===== config.mk =====
export PLATFORM = sky130hd
export DESIGN_NAME = logic_op_arbiter_flat
export DESIGN_NICKNAME = d
export VERILOG_FILES = /design/src/rtl/logic_op_arbiter_if.sv /design/src/rtl/logic_op_arbiter.sv /design/src/flat_wrapper.sv
export SDC_FILE = /design/constraint.sdc
export NUM_CORES = 1
export LEC_CHECK = 0
export CAP_MARGIN = 10
export CORE_MARGIN = 2
export CORE_UTILIZATION = 36
export DETAILED_ROUTE_END_ITERATION = 10
export GPL_TIMING_DRIVEN = 0
export PLACE_DENSITY = 0.78
export SLEW_MARGIN = 20
export SYNTH_ARGS = -nofsm -noshare
export SYNTH_HDL_FRONTEND = slang
export SYNTH_SLANG_ARGS = --single-unit

===== constraint.sdc =====
create_clock -name clk -period 1.5 [get_ports clk]
set_clock_uncertainty 0.15 [all_clocks]
set_input_delay 0.225 -clock clk [delete_from_list [all_inputs] [get_ports clk]]
set_output_delay 0.225 -clock clk [all_outputs]
set_load 0.005 [all_outputs]

===== src/rtl/logic_op_arbiter_if.sv =====
// Connection bundle between the arbiter and one shared Logic_op unit.
// The arbiter drives the master side; the Logic_op unit sits on the slave side.
interface logic_op_arbiter_if #(
  parameter int WIDTH = 32,
  parameter int OPW   = 3
);
  logic [WIDTH-1:0] lu_A;
  logic [WIDTH-1:0] lu_B;
  logic [OPW-1:0]   lu_op;
  logic             lu_start;
  logic [WIDTH-1:0] lu_C;
  logic             lu_finish;

  modport master (
    output lu_A,
    output lu_B,
    output lu_op,
    output lu_start,
    input  lu_C,
    input  lu_finish
  );

  modport slave (
    input  lu_A,
    input  lu_B,
    input  lu_op,
    input  lu_start,
    output lu_C,
    output lu_finish
  );
endinterface


===== src/rtl/logic_op_arbiter.sv =====
// Round-robin arbiter sharing one Logic_op unit between two requesters.
// Define LOGIC_ARB_TIMEOUT_EN to add the WAIT watchdog and the err output.
module logic_op_arbiter #(
  parameter int WIDTH = 32,
  parameter int OPW   = 3
`ifdef LOGIC_ARB_TIMEOUT_EN
  ,
  parameter int TIMEOUT = 16
`endif
) (
  input  logic               clk,
  input  logic               rst,

  input  logic               req0,
  input  logic [WIDTH-1:0]   a0,
  input  logic [WIDTH-1:0]   b0,
  input  logic [OPW-1:0]     op0,
  output logic               done0,
  output logic [WIDTH-1:0]   res0,

  input  logic               req1,
  input  logic [WIDTH-1:0]   a1,
  input  logic [WIDTH-1:0]   b1,
  input  logic [OPW-1:0]     op1,
  output logic               done1,
  output logic [WIDTH-1:0]   res1,

  logic_op_arbiter_if.master lu,

  output logic               busy,
  output logic               owner
`ifdef LOGIC_ARB_TIMEOUT_EN
  ,
  output logic               err
`endif
);

  localparam logic [1:0] ST_IDLE  = 2'd0;
  localparam logic [1:0] ST_ISSUE = 2'd1;
  localparam logic [1:0] ST_WAIT  = 2'd2;
  localparam logic [1:0] ST_RESP  = 2'd3;

  logic [1:0]       state_q, state_d;
  logic [WIDTH-1:0] lu_a_q,  lu_a_d;
  logic [WIDTH-1:0] lu_b_q,  lu_b_d;
  logic [OPW-1:0]   lu_op_q, lu_op_d;
  logic             owner_q, owner_d;
  logic             rr_q,    rr_d;
  logic [WIDTH-1:0] res0_q,  res0_d;
  logic [WIDTH-1:0] res1_q,  res1_d;

  logic             any_req;
  logic             grant;
  logic             cap_en;
  logic [WIDTH-1:0] cap_val;
  logic             lu_start;

`ifdef LOGIC_ARB_TIMEOUT_EN
  localparam int WDW = ($clog2(TIMEOUT + 1) > 5) ? $clog2(TIMEOUT + 1) : 5;

  logic [WDW-1:0] wd_q, wd_d;
  logic           to_q, to_d;
`endif

  // Winner selection: a lone requester always wins; on contention the
  // round-robin pointer decides.
  always_comb begin
    any_req = req0 | req1;
    grant   = (req0 & req1) ? rr_q : req1;
  end

  always_comb begin
    // NOTE: every signal gets a default before the case so no path leaves it
    // unassigned; a missing default here would infer a latch.
    state_d = state_q;
    lu_a_d  = lu_a_q;
    lu_b_d  = lu_b_q;
    lu_op_d = lu_op_q;
    owner_d = owner_q;
    rr_d    = rr_q;
    res0_d  = res0_q;
    res1_d  = res1_q;
    cap_en  = 1'b0;
    cap_val = lu.lu_C;
`ifdef LOGIC_ARB_TIMEOUT_EN
    wd_d    = wd_q;
    to_d    = to_q;
`endif

    case (state_q)
      ST_IDLE: begin
        // A finish still high from an earlier op would be mistaken for this
        // op's completion, so hold off granting until it drops.
        if (any_req && !lu.lu_finish) begin
          state_d = ST_ISSUE;
          owner_d = grant;
          lu_a_d  = grant ? a1  : a0;
          lu_b_d  = grant ? b1  : b0;
          lu_op_d = grant ? op1 : op0;
        end
      end

      ST_ISSUE: begin
        state_d = ST_WAIT;
`ifdef LOGIC_ARB_TIMEOUT_EN
        wd_d    = '0;
        to_d    = 1'b0;
`endif
      end

      ST_WAIT: begin
        if (lu.lu_finish) begin
          cap_en  = 1'b1;
          cap_val = lu.lu_C;
          state_d = ST_RESP;
        end
`ifdef LOGIC_ARB_TIMEOUT_EN
        else if (wd_q == WDW'(TIMEOUT - 1)) begin
          cap_en  = 1'b1;
          cap_val = '1;
          to_d    = 1'b1;
          state_d = ST_RESP;
        end else begin
          wd_d = wd_q + WDW'(1);
        end
`endif
      end

      ST_RESP: begin
        rr_d    = ~owner_q;
        state_d = ST_IDLE;
`ifdef LOGIC_ARB_TIMEOUT_EN
        to_d    = 1'b0;
`endif
      end

      default: state_d = ST_IDLE;
    endcase

    // Only the owner's result register moves; the other one holds.
    if (cap_en) begin
      if (owner_q) res1_d = cap_val;
      else         res0_d = cap_val;
    end
  end

  always_ff @(posedge clk) begin
    if (rst) begin
      // NOTE: the result registers are architecturally visible outputs with a
      // defined reset value, so they are reset like the control state.
      state_q <= ST_IDLE;
      lu_a_q  <= '0;
      lu_b_q  <= '0;
      lu_op_q <= '0;
      owner_q <= 1'b0;
      rr_q    <= 1'b0;
      res0_q  <= '0;
      res1_q  <= '0;
`ifdef LOGIC_ARB_TIMEOUT_EN
      wd_q    <= '0;
      to_q    <= 1'b0;
`endif
    end else begin
      // NOTE: non-blocking assignments so every flop samples pre-edge values.
      state_q <= state_d;
      lu_a_q  <= lu_a_d;
      lu_b_q  <= lu_b_d;
      lu_op_q <= lu_op_d;
      owner_q <= owner_d;
      rr_q    <= rr_d;
      res0_q  <= res0_d;
      res1_q  <= res1_d;
`ifdef LOGIC_ARB_TIMEOUT_EN
      wd_q    <= wd_d;
      to_q    <= to_d;
`endif
    end
  end

  assign lu_start    = (state_q == ST_ISSUE);
  assign lu.lu_start = lu_start;
  assign lu.lu_A     = lu_a_q;
  assign lu.lu_B     = lu_b_q;
  assign lu.lu_op    = lu_op_q;

  assign done0 = (state_q == ST_RESP) & ~owner_q;
  assign done1 = (state_q == ST_RESP) &  owner_q;
  assign res0  = res0_q;
  assign res1  = res1_q;
  assign busy  = (state_q != ST_IDLE);
  assign owner = owner_q;

`ifdef LOGIC_ARB_TIMEOUT_EN
  assign err = (state_q == ST_RESP) & to_q;
`endif

  a_done_exclusive: assert property (@(posedge clk) disable iff (rst)
    !(done0 && done1));

  a_start_single: assert property (@(posedge clk) disable iff (rst)
    lu_start |=> !lu_start);

  a_operands_stable: assert property (@(posedge clk) disable iff (rst)
    (state_q == ST_WAIT) |-> $stable({lu_a_q, lu_b_q, lu_op_q}));

endmodule


===== src/flat_wrapper.sv =====
// flat-port wrapper written by rule: the top's interface ports become plain ports
module logic_op_arbiter_flat 
#(
  parameter int WIDTH = 32,
  parameter int OPW   = 3

)
  (clk, rst, req0, a0, b0, op0, done0, res0, req1, a1, b1, op1, done1, res1, busy, owner, lu_lu_A, lu_lu_B, lu_lu_op, lu_lu_start, lu_lu_C, lu_lu_finish);
  logic_op_arbiter_if #(.WIDTH(WIDTH), .OPW(OPW)) lu_i ();
  input  logic clk;
  input  logic rst;
  input  logic req0;
  input  logic [WIDTH-1:0] a0;
  input  logic [WIDTH-1:0] b0;
  input  logic [OPW-1:0] op0;
  output logic done0;
  output logic [WIDTH-1:0] res0;
  input  logic req1;
  input  logic [WIDTH-1:0] a1;
  input  logic [WIDTH-1:0] b1;
  input  logic [OPW-1:0] op1;
  output logic done1;
  output logic [WIDTH-1:0] res1;
  output logic busy;
  output logic owner;
  output wire logic [$bits(lu_i.lu_A)-1:0] lu_lu_A;
  output wire logic [$bits(lu_i.lu_B)-1:0] lu_lu_B;
  output wire logic [$bits(lu_i.lu_op)-1:0] lu_lu_op;
  output wire logic [$bits(lu_i.lu_start)-1:0] lu_lu_start;
  input wire logic [$bits(lu_i.lu_C)-1:0] lu_lu_C;
  input wire logic [$bits(lu_i.lu_finish)-1:0] lu_lu_finish;
  assign lu_lu_A = lu_i.lu_A;
  assign lu_lu_B = lu_i.lu_B;
  assign lu_lu_op = lu_i.lu_op;
  assign lu_lu_start = lu_i.lu_start;
  assign lu_i.lu_C = lu_lu_C;
  assign lu_i.lu_finish = lu_lu_finish;
  logic_op_arbiter #(.WIDTH(WIDTH), .OPW(OPW)) u_core (.clk(clk), .rst(rst), .req0(req0), .a0(a0), .b0(b0), .op0(op0), .done0(done0), .res0(res0), .req1(req1), .a1(a1), .b1(b1), .op1(op1), .done1(done1), .res1(res1), .lu(lu_i), .busy(busy), .owner(owner));
endmodule

Word-level counts from Yosys, hierarchy flattened
Index checks and enable logic that the tools add are counted.
{ "op_classes": {"bitwise_logic": 5, "reduce_logical": 8, "muxes": 9, "eq_ne": 5} }
{ "ops": {"columns": ["op", "count"], "rows": [
  ["$mux 32", 2],
  ["$pmux 2 s4", 1],
  ["$reduce_and 2->1", 4],
  ["$eq 2x2->1 const B", 2],
  ["$mux 2", 2],
  ["$and 1x1->1", 3],
  ["$mux 1", 3],
  ["$mux 3", 1],
  ["$eq 2x1->1 const B", 1],
  ["$logic_not 2->1", 1],
  ["$ne 2x1->1 const B", 1],
  ["$ne 2x2->1 const B", 1],
  ["$reduce_bool 2->1", 1],
  ["$logic_and 1x1->1", 1],
  ["$logic_not 1->1", 1],
  ["$not 1->1", 1],
  ["$or 1x1->1", 1]
]} }
{ "totals": {"reg_bits": 135, "output_inout_bits": 136, "elab_cells": 35, "input_bits": 171} }

Longest topological paths before layout
Gate-level depths: netlist (run 1).
{ "depth": {"depth_word": 4, "depth_mapped": 8, "ltp_nobuf": 5} }

Worst setup path after synthesis (run 1)
OpenSTA, ideal clock, no wires.
{ "synth_timing": {"path_kind": "reg2reg", "startpoint": "reg u_core.state_q[0]", "endpoint": "reg u_core.lu_b_q[13] (netlist: u_core.lu.lu_B[13])", "synth_period_minus_slack_ns": 1.699, "path_slack_ns": -0.199, "setup_time_ns": 0.147, "required_time_ns": 1.203, "path_stages_with_launch": 9, "path_buffers": 3, "t_arrival_ns": 1.402, "path_cell_list": "dfxtp_1 inv_1 ha_1 buf_2 inv_1 nor2_2 buf_4 buf_2 a311oi_2"} }
{ "synth_between": {"elab_chain_cells": 2} }
{ "synth_lines": {"columns": ["element", "line_no", "text"], "rows": [
  ["from (decl)", "logic_op_arbiter.sv:43", "logic [1:0] state_q, state_d;"],
  ["from (signal assigned)", "logic_op_arbiter.sv:165", "state_q <= state_d;"],
  ["$logic_not 2->1", "logic_op_arbiter.sv:90", "case (state_q)"],
  ["$reduce_and 2->1 (no line)", null, null],
  ["to (signal assigned)", "logic_op_arbiter.sv:167", "lu_b_q <= lu_b_d;"],
  ["to (decl)", "logic_op_arbiter.sv:45", "logic [WIDTH-1:0] lu_b_q, lu_b_d;"]
]} }
No other way between the ends.
A chain may end at the register's enable or synchronous reset.

Worst setup path in the final report (run 1)
{ "layout_timing": {"startpoint": "reg u_core.state_q[0]", "endpoint": "reg u_core.lu_b_q[11] (netlist: u_core.lu.lu_B[11])"} }
The elaborated chain is that of the path after synthesis.

==> results.yml, run 1 <==
cts:
  cts_sinks: 135
  clkLatencyLatePin_ps: 410
  clkTransAtPathRegs_ps: 60
  tritoncts: "yes"
  cts.path.max_buffers: 2
  cts-root-buf: "clkbuf_16"
  postCtsHoldBufs: 0
  htree_num_levels: 4
  numCtsBuffers: 17
global_routing:
  grt_use_total_pct: 27.0
  grt_overflow: 0
  antenna_found_initial: 0
  grt_max_degree: 17
  grt_pass1_wl_mm: 37.5
  grt_pass1_vias: 6865
sta:
  period_minus_slack_ps: 1600
  hold_viol_final: 0
  rsz0062_at_grt: "yes"
  post-route-period-util_pct: 107
  setup_viol: 96
  drv_slew: 0
  setup_ws_ps: -101
  slew_headroom_pct: 45.5
  tightest_slew_ps: 818
  max_freq_mhz: 625
critical_path:
  cp-start-kind: "register"
  critPathTopFamily: "buffers and inverters"
  cp-end-kind: "register"
  reg2reg_depth: 8
  worstSetupPathType: "reg2reg"
  required_ps: 1620
  critPathMaxStageDelay_ps: 370
  crit_path_top_delay_cell: "dfxtp_4"
  worstPathArrival_ps: 1720
  cp_cell_sequence: "inv_4, ha_4, inv_8, nor2_4, buf_12, buf_8, buf_12, a311oi_2"
  cp_common_cell: "buf_12"
  worstPathMaxFanout: 5
  rr_endpoint: "u_core.lu.lu_B[11]"
  cp-startpoint: "u_core.state_q[0]"
  path_buf_inv: 5
  r2r_start: "u_core.state_q[0]"
  regToRegSetupSlack_ps: -100
worst_hold_path:
  hp-start: "rst"
  hold_end: "u_core.lu.lu_A[31]"
  hp-class: "in2reg"
  whs_path_depth: 2
run:
  maxCapViolations: 0
yosys:
  synth_top_area_share_pct: 45.5
  synth_area_leaders: "dfxtp_1, a21oi_1, nand2_1"
  syn-cell-area_um2: 5940
  syn_area_per_cell_um2: 8.38
  synth-seq-cells: 135
  yosys.area_share.simple_pct: 15.4
  synth_top_family_by_area: "compound AO/OA/AOI/OAI gates"
  yosys_warnings: 0
  synth_compound_area_share_pct: 30.7
  synth_mux_area_share_pct: 0.169
  synth_fp_nets: 884
  ys_seq_area_share_pct: 45.5
  synth-xor-area-share_pct: 0
  synth.distinct_cells: 34
  synthAdderAreaFrac_pct: 0.843
  synth_top_area_cell: "dfxtp_1"
  syn_inst: 709
route:
  wire_per_inst_um: 19.5
  num_vias: 7052
  detail-route-antenna-nets: 0
  drc_errors: 0
  routed_wl_mm: 25.1
  vias_per_cell: 5.48
  dr.pass1.iters: 5
  drt_iter0_markers: 404
layout:
  final_common_cell: "clkdlybuf4s50_1"
  layout_common_cells: "clkdlybuf4s50_1, dlygate4sd2_1, nand2_1, dfxtp_1, a21oi_1"
  n_antenna_cell: 0
  final_util_pct: 68.3
  num-nets-final: 1234
  area_delta_synth_final_pct: 84.1
  drive_gt1_share_pct: 25.8
placement:
  preCtsSetupSlack_ps: -610
  gp_congestion: 0.854
  dpl.hpwl_mm: 17.1
  port_buffers: 304
power:
  powerDensity_nw_per_um2: 1410
  total_power_uw: 15400
  p_leak_uw: 0.00435
  ir_drop_mv: 0.832
status:
  failed_checks: "negative setup slack"
  outcome: "finished with violations"
floorplan:
  initial_core_util_pct: 37.1
  core_um2: 16000
  rows: 46
  die_w_um: 132
  ios: 307
  die_h_um: 132
  die_area_um2: 17500
[power by group]
part / total, uW / internal (uW) / leakage, uW / switching [uW]
logic: 6390 / 3390 / 0.00294 / 3010
clock network: 4370 / 2520 / 0.000296 / 1840
registers: 4680 / 4260 / 0.00111 / 426
total: 15400 / 10200 / 0.00435 / 5280
[cell usage after synthesis]
library cell	number
inv_2	1
nand4_1	1
a21oi_1	113
nand3_1	68
o21ai_1	7
buf_1	7
a21oi_2	20
clkbuf_2	1
a311oi_1	47
clkbuf_1	35
inv_1	3
o21bai_2	1
mux2i_1	1
and3b_1	1
nand2b_1	3
nor2b_1	2
o21ba_1	1
and3_1	1
and2_1	1
nand3b_1	1
buf_6	4
dfxtp_1	135
buf_2	29
nor3_1	1
a311oi_2	20
o21a_1	1
nor2_2	1
buf_4	4
nand2_1	128
ha_1	4
buf_12	2
and2b_1	1
o21ai_0	61
nor2_1	3
[layout make-up]
type	count	area, um2
multi-input combinational	488	3250
sequential	135	2740
tap	216	270
inverter	4	27.5
buffer	76	728
timing repair buffer	337	3320
clock buffer	17	425
fill	1295	5070
clock inverter	15	180
[kinds of logic after synthesis]
| family | Yosys count |
|---|---|
| flops | 135 |
| mux | 1 |
| simple gates | 212 |
| fa+ha+maj | 4 |
| buf+inv | 86 |
| compound gates | 271 |
[routing by layer]
metal / GRT usage, % / routed length, um
met1: 31.5 / 9750
met2: 46.5 / 12500
met3: 7.85 / 2070
met4: 11.1 / 779
met5: 0 / 0
[through the flow]
step,hold WS [ps],instances,area (um2),setup TNS (ps)
4_1_cts,136,1279,10600,-11360
3_5_place_dp,296,1229,9290,-61840
6_report,127,1288,10900,-4830
2_1_floorplan,211,709,5980,0
5_1_grt,162,1288,10900,-11080
3_3_place_gp,290,1229,9290,-59230
[registers in the layout, summed over array words and instances (netlist names)]
register / count
u_core.state_q: 2
u_core.owner: 1
u_core.lu.lu_op: 3
u_core.res0: 32
u_core.lu.lu_A: 32
u_core.lu.lu_B: 32
u_core.res1: 32
u_core.rr_q: 1
[worst max path at each step]
stage                               endpoint  slack, ps  cells after the start
after floorplan            u_core.state_q[1]          2                      6
after global routing       u_core.lu.lu_B[9]       -160                      8
after detailed placement  u_core.lu.lu_B[25]       -610                      6
after global placement    u_core.lu.lu_B[25]       -590                      6
after CTS                              done1       -220                      3
final                     u_core.lu.lu_B[11]       -100                      8
[repair_timing]
action                     4_1_cts  5_1_grt
setup endpoints to repair      267      137
gates cloned                     9        5
pin swaps                        7       23
buffers inserted                12       12
gates resized for setup        308      117
No activity file was read; power rests on OpenSTA's default activity.
==> inputs of run 2 (changes only) <==
--- a/config.mk
+++ b/config.mk
@@ -10,7 +10,7 @@
 export CORE_UTILIZATION = 36
 export DETAILED_ROUTE_END_ITERATION = 10
 export GPL_TIMING_DRIVEN = 0
-export PLACE_DENSITY = 0.78
+export PLACE_DENSITY = 0.86
 export SLEW_MARGIN = 20
 export SYNTH_ARGS = -nofsm -noshare
 export SYNTH_HDL_FRONTEND = slang
==> constraint.sdc (replaced) <==
create_clock -name clk -period 1.4 [get_ports clk]
set_clock_uncertainty 0.15 [all_clocks]
set_input_delay 0.21 -clock clk [delete_from_list [all_inputs] [get_ports clk]]
set_output_delay 0.21 -clock clk [all_outputs]
set_load 0.005 [all_outputs]
==> results.yml, run 2 (synthesized netlist as in run 1, its figures left out) <==
sta:
  tightest_slew_ps: 896
  drv_slew: 0
  hold_viol_final: 0
  rsz0062_at_grt: "yes"
  setup_ws_ps: -281
  period_minus_slack_ps: 1680
  post-route-period-util_pct: 120
  tns_ps: -21650
  setup_viol: 143
  slew_headroom_pct: 40.3
  max_freq_mhz: 595
critical_path:
  critPathTopFamily: "simple AND/OR/NAND/NOR gates"
  cp_cell_sequence: "buf_6, ha_4, and3_4, buf_4, nand2_1, a21oi_2"
  worstPathMaxFanout: 7
  path_buf_inv: 2
  cp-end-kind: "register"
  crit_path_top_delay_cell: "dfxtp_4"
  cp-start-kind: "register"
  required_ps: 1590
  worstSetupPathType: "reg2reg"
  critPathMaxStageDelay_ps: 390
  worstPathArrival_ps: 1870
cts:
  clkLatencyLatePin_ps: 420
  cts-root-buf: "clkbuf_16"
  tritoncts: "yes"
  numCtsBuffers: 17
  cts.path.max_buffers: 2
  htree_num_levels: 4
  cts_sinks: 135
  clkTransAtPathRegs_ps: 60
floorplan:
  die_area_um2: 17500
  initial_core_util_pct: 37.1
  rows: 46
  die_h_um: 132
  die_w_um: 132
  core_um2: 16000
  ios: 307
route:
  vias_per_cell: 5.69
  num_vias: 7488
  routed_wl_mm: 29.9
  drc_errors: 0
  drt_iter0_markers: 547
  detail-route-antenna-nets: 0
  dr.pass1.iters: 5
  wire_per_inst_um: 22.7
power:
  p_leak_uw: 0.00445
  total_power_uw: 17200
  powerDensity_nw_per_um2: 1450
  ir_drop_mv: 1.02
run:
  maxCapViolations: 0
global_routing:
  antenna_found_initial: 1
  grt_pass1_vias: 7491
  grt_use_total_pct: 30.0
  grt_overflow: 0
  grt_max_degree: 20
  grt_pass1_wl_mm: 41.4
placement:
  dpl.hpwl_mm: 17.7
  port_buffers: 304
  gp_congestion: 0.906
  placed_cells: 1229
  preCtsSetupSlack_ps: -754
  dpl_cell_area_um2: 9340
layout:
  multiInputGateArea_um2: 3680
  seqCellArea_um2: 2790
  drive_gt1_share_pct: 41.3
  area_delta_synth_final_pct: 99.0
  layout_common_cells: "clkdlybuf4s50_1, a21oi_2, dfxtp_1"
  layout.cells.non_filler: 1315
  num-nets-final: 1260
  n_fill_cell: 1060
  final_common_cell: "clkdlybuf4s50_1"
  design_area_um2: 11800
status:
  outcome: "finished with violations"
  failed_checks: "negative setup slack"
worst_hold_path:
  hp-class: "in2reg"
## run 2: worst paths after layout
path	end	cells past startpoint	from	slack [ps]
max	u_core.res1[5]	6	u_core.state_q[1]	-280
min	u_core.lu.lu_A[5]	4	req1	190
max reg2reg	u_core.res1[5]	6	u_core.state_q[1]	-280
min reg2reg	u_core.res0[11]	2	u_core.res0[11]	310
## run 2: area by class of cell
| type | count | share of cell area (%) |
|---|---|---|
| timing repair buffer | 364 | 31.2 |
| buffer | 75 | 6.73 |
| inverter | 4 | 0.212 |
| multi-input combinational | 488 | 31.2 |
| sequential | 135 | 23.6 |
| antenna | 1 | 0.0212 |
| clock inverter | 15 | 1.11 |
| clock buffer | 17 | 3.60 |
| tap | 216 | 2.29 |
## run 2: per-stage QoR
stage                     hold WS, ps  utilization [%]
final                             186             73.9
after global routing              201             73.9
after CTS                         172             69.8
after detailed placement          296             58.3
after global placement            291             58.3
after floorplan                   196                -
## run 2: layer usage
layer | up-vias | track usage, % | routed length (um) | part of all wire [%]
met5 | - | 0 | 0 | 0
met4 | 0 | 13.7 | 1610 | 5.4
met3 | 119 | 7.74 | 2530 | 8.5
met2 | 427 | 54.3 | 14800 | 50
met1 | 3622 | 32.9 | 10900 | 36
li1 | 3320 | - | - | -
## run 2: power breakdown
group / leakage, uW / switching [uW] / internal (uW)
logic: 0.00305 / 3560 / 4180
registers: 0.00113 / 497 / 4570
clock network: 0.000262 / 2030 / 2330
## run 2: worst register-to-register path: cells and delay by family (launching register included)
kind                     cells  cell delay (ps)
AO/OA/AOI/OAI                1              200
flip-flops                   1              390
buffers and inverters        2              290
adder cells (fa/ha/maj)      1              150
AND/OR/NAND/NOR              2              430
## run 2: timing repair
| item | in CTS | in global routing |
|---|---|---|
| endpoints found under the setup margin | 270 | 199 |
| pin swaps | 109 | 54 |
| hold buffers | 0 | 0 |
| cloned | 18 | 7 |
| gates resized for setup | 483 | 223 |
| buffers inserted | 29 | 13 |
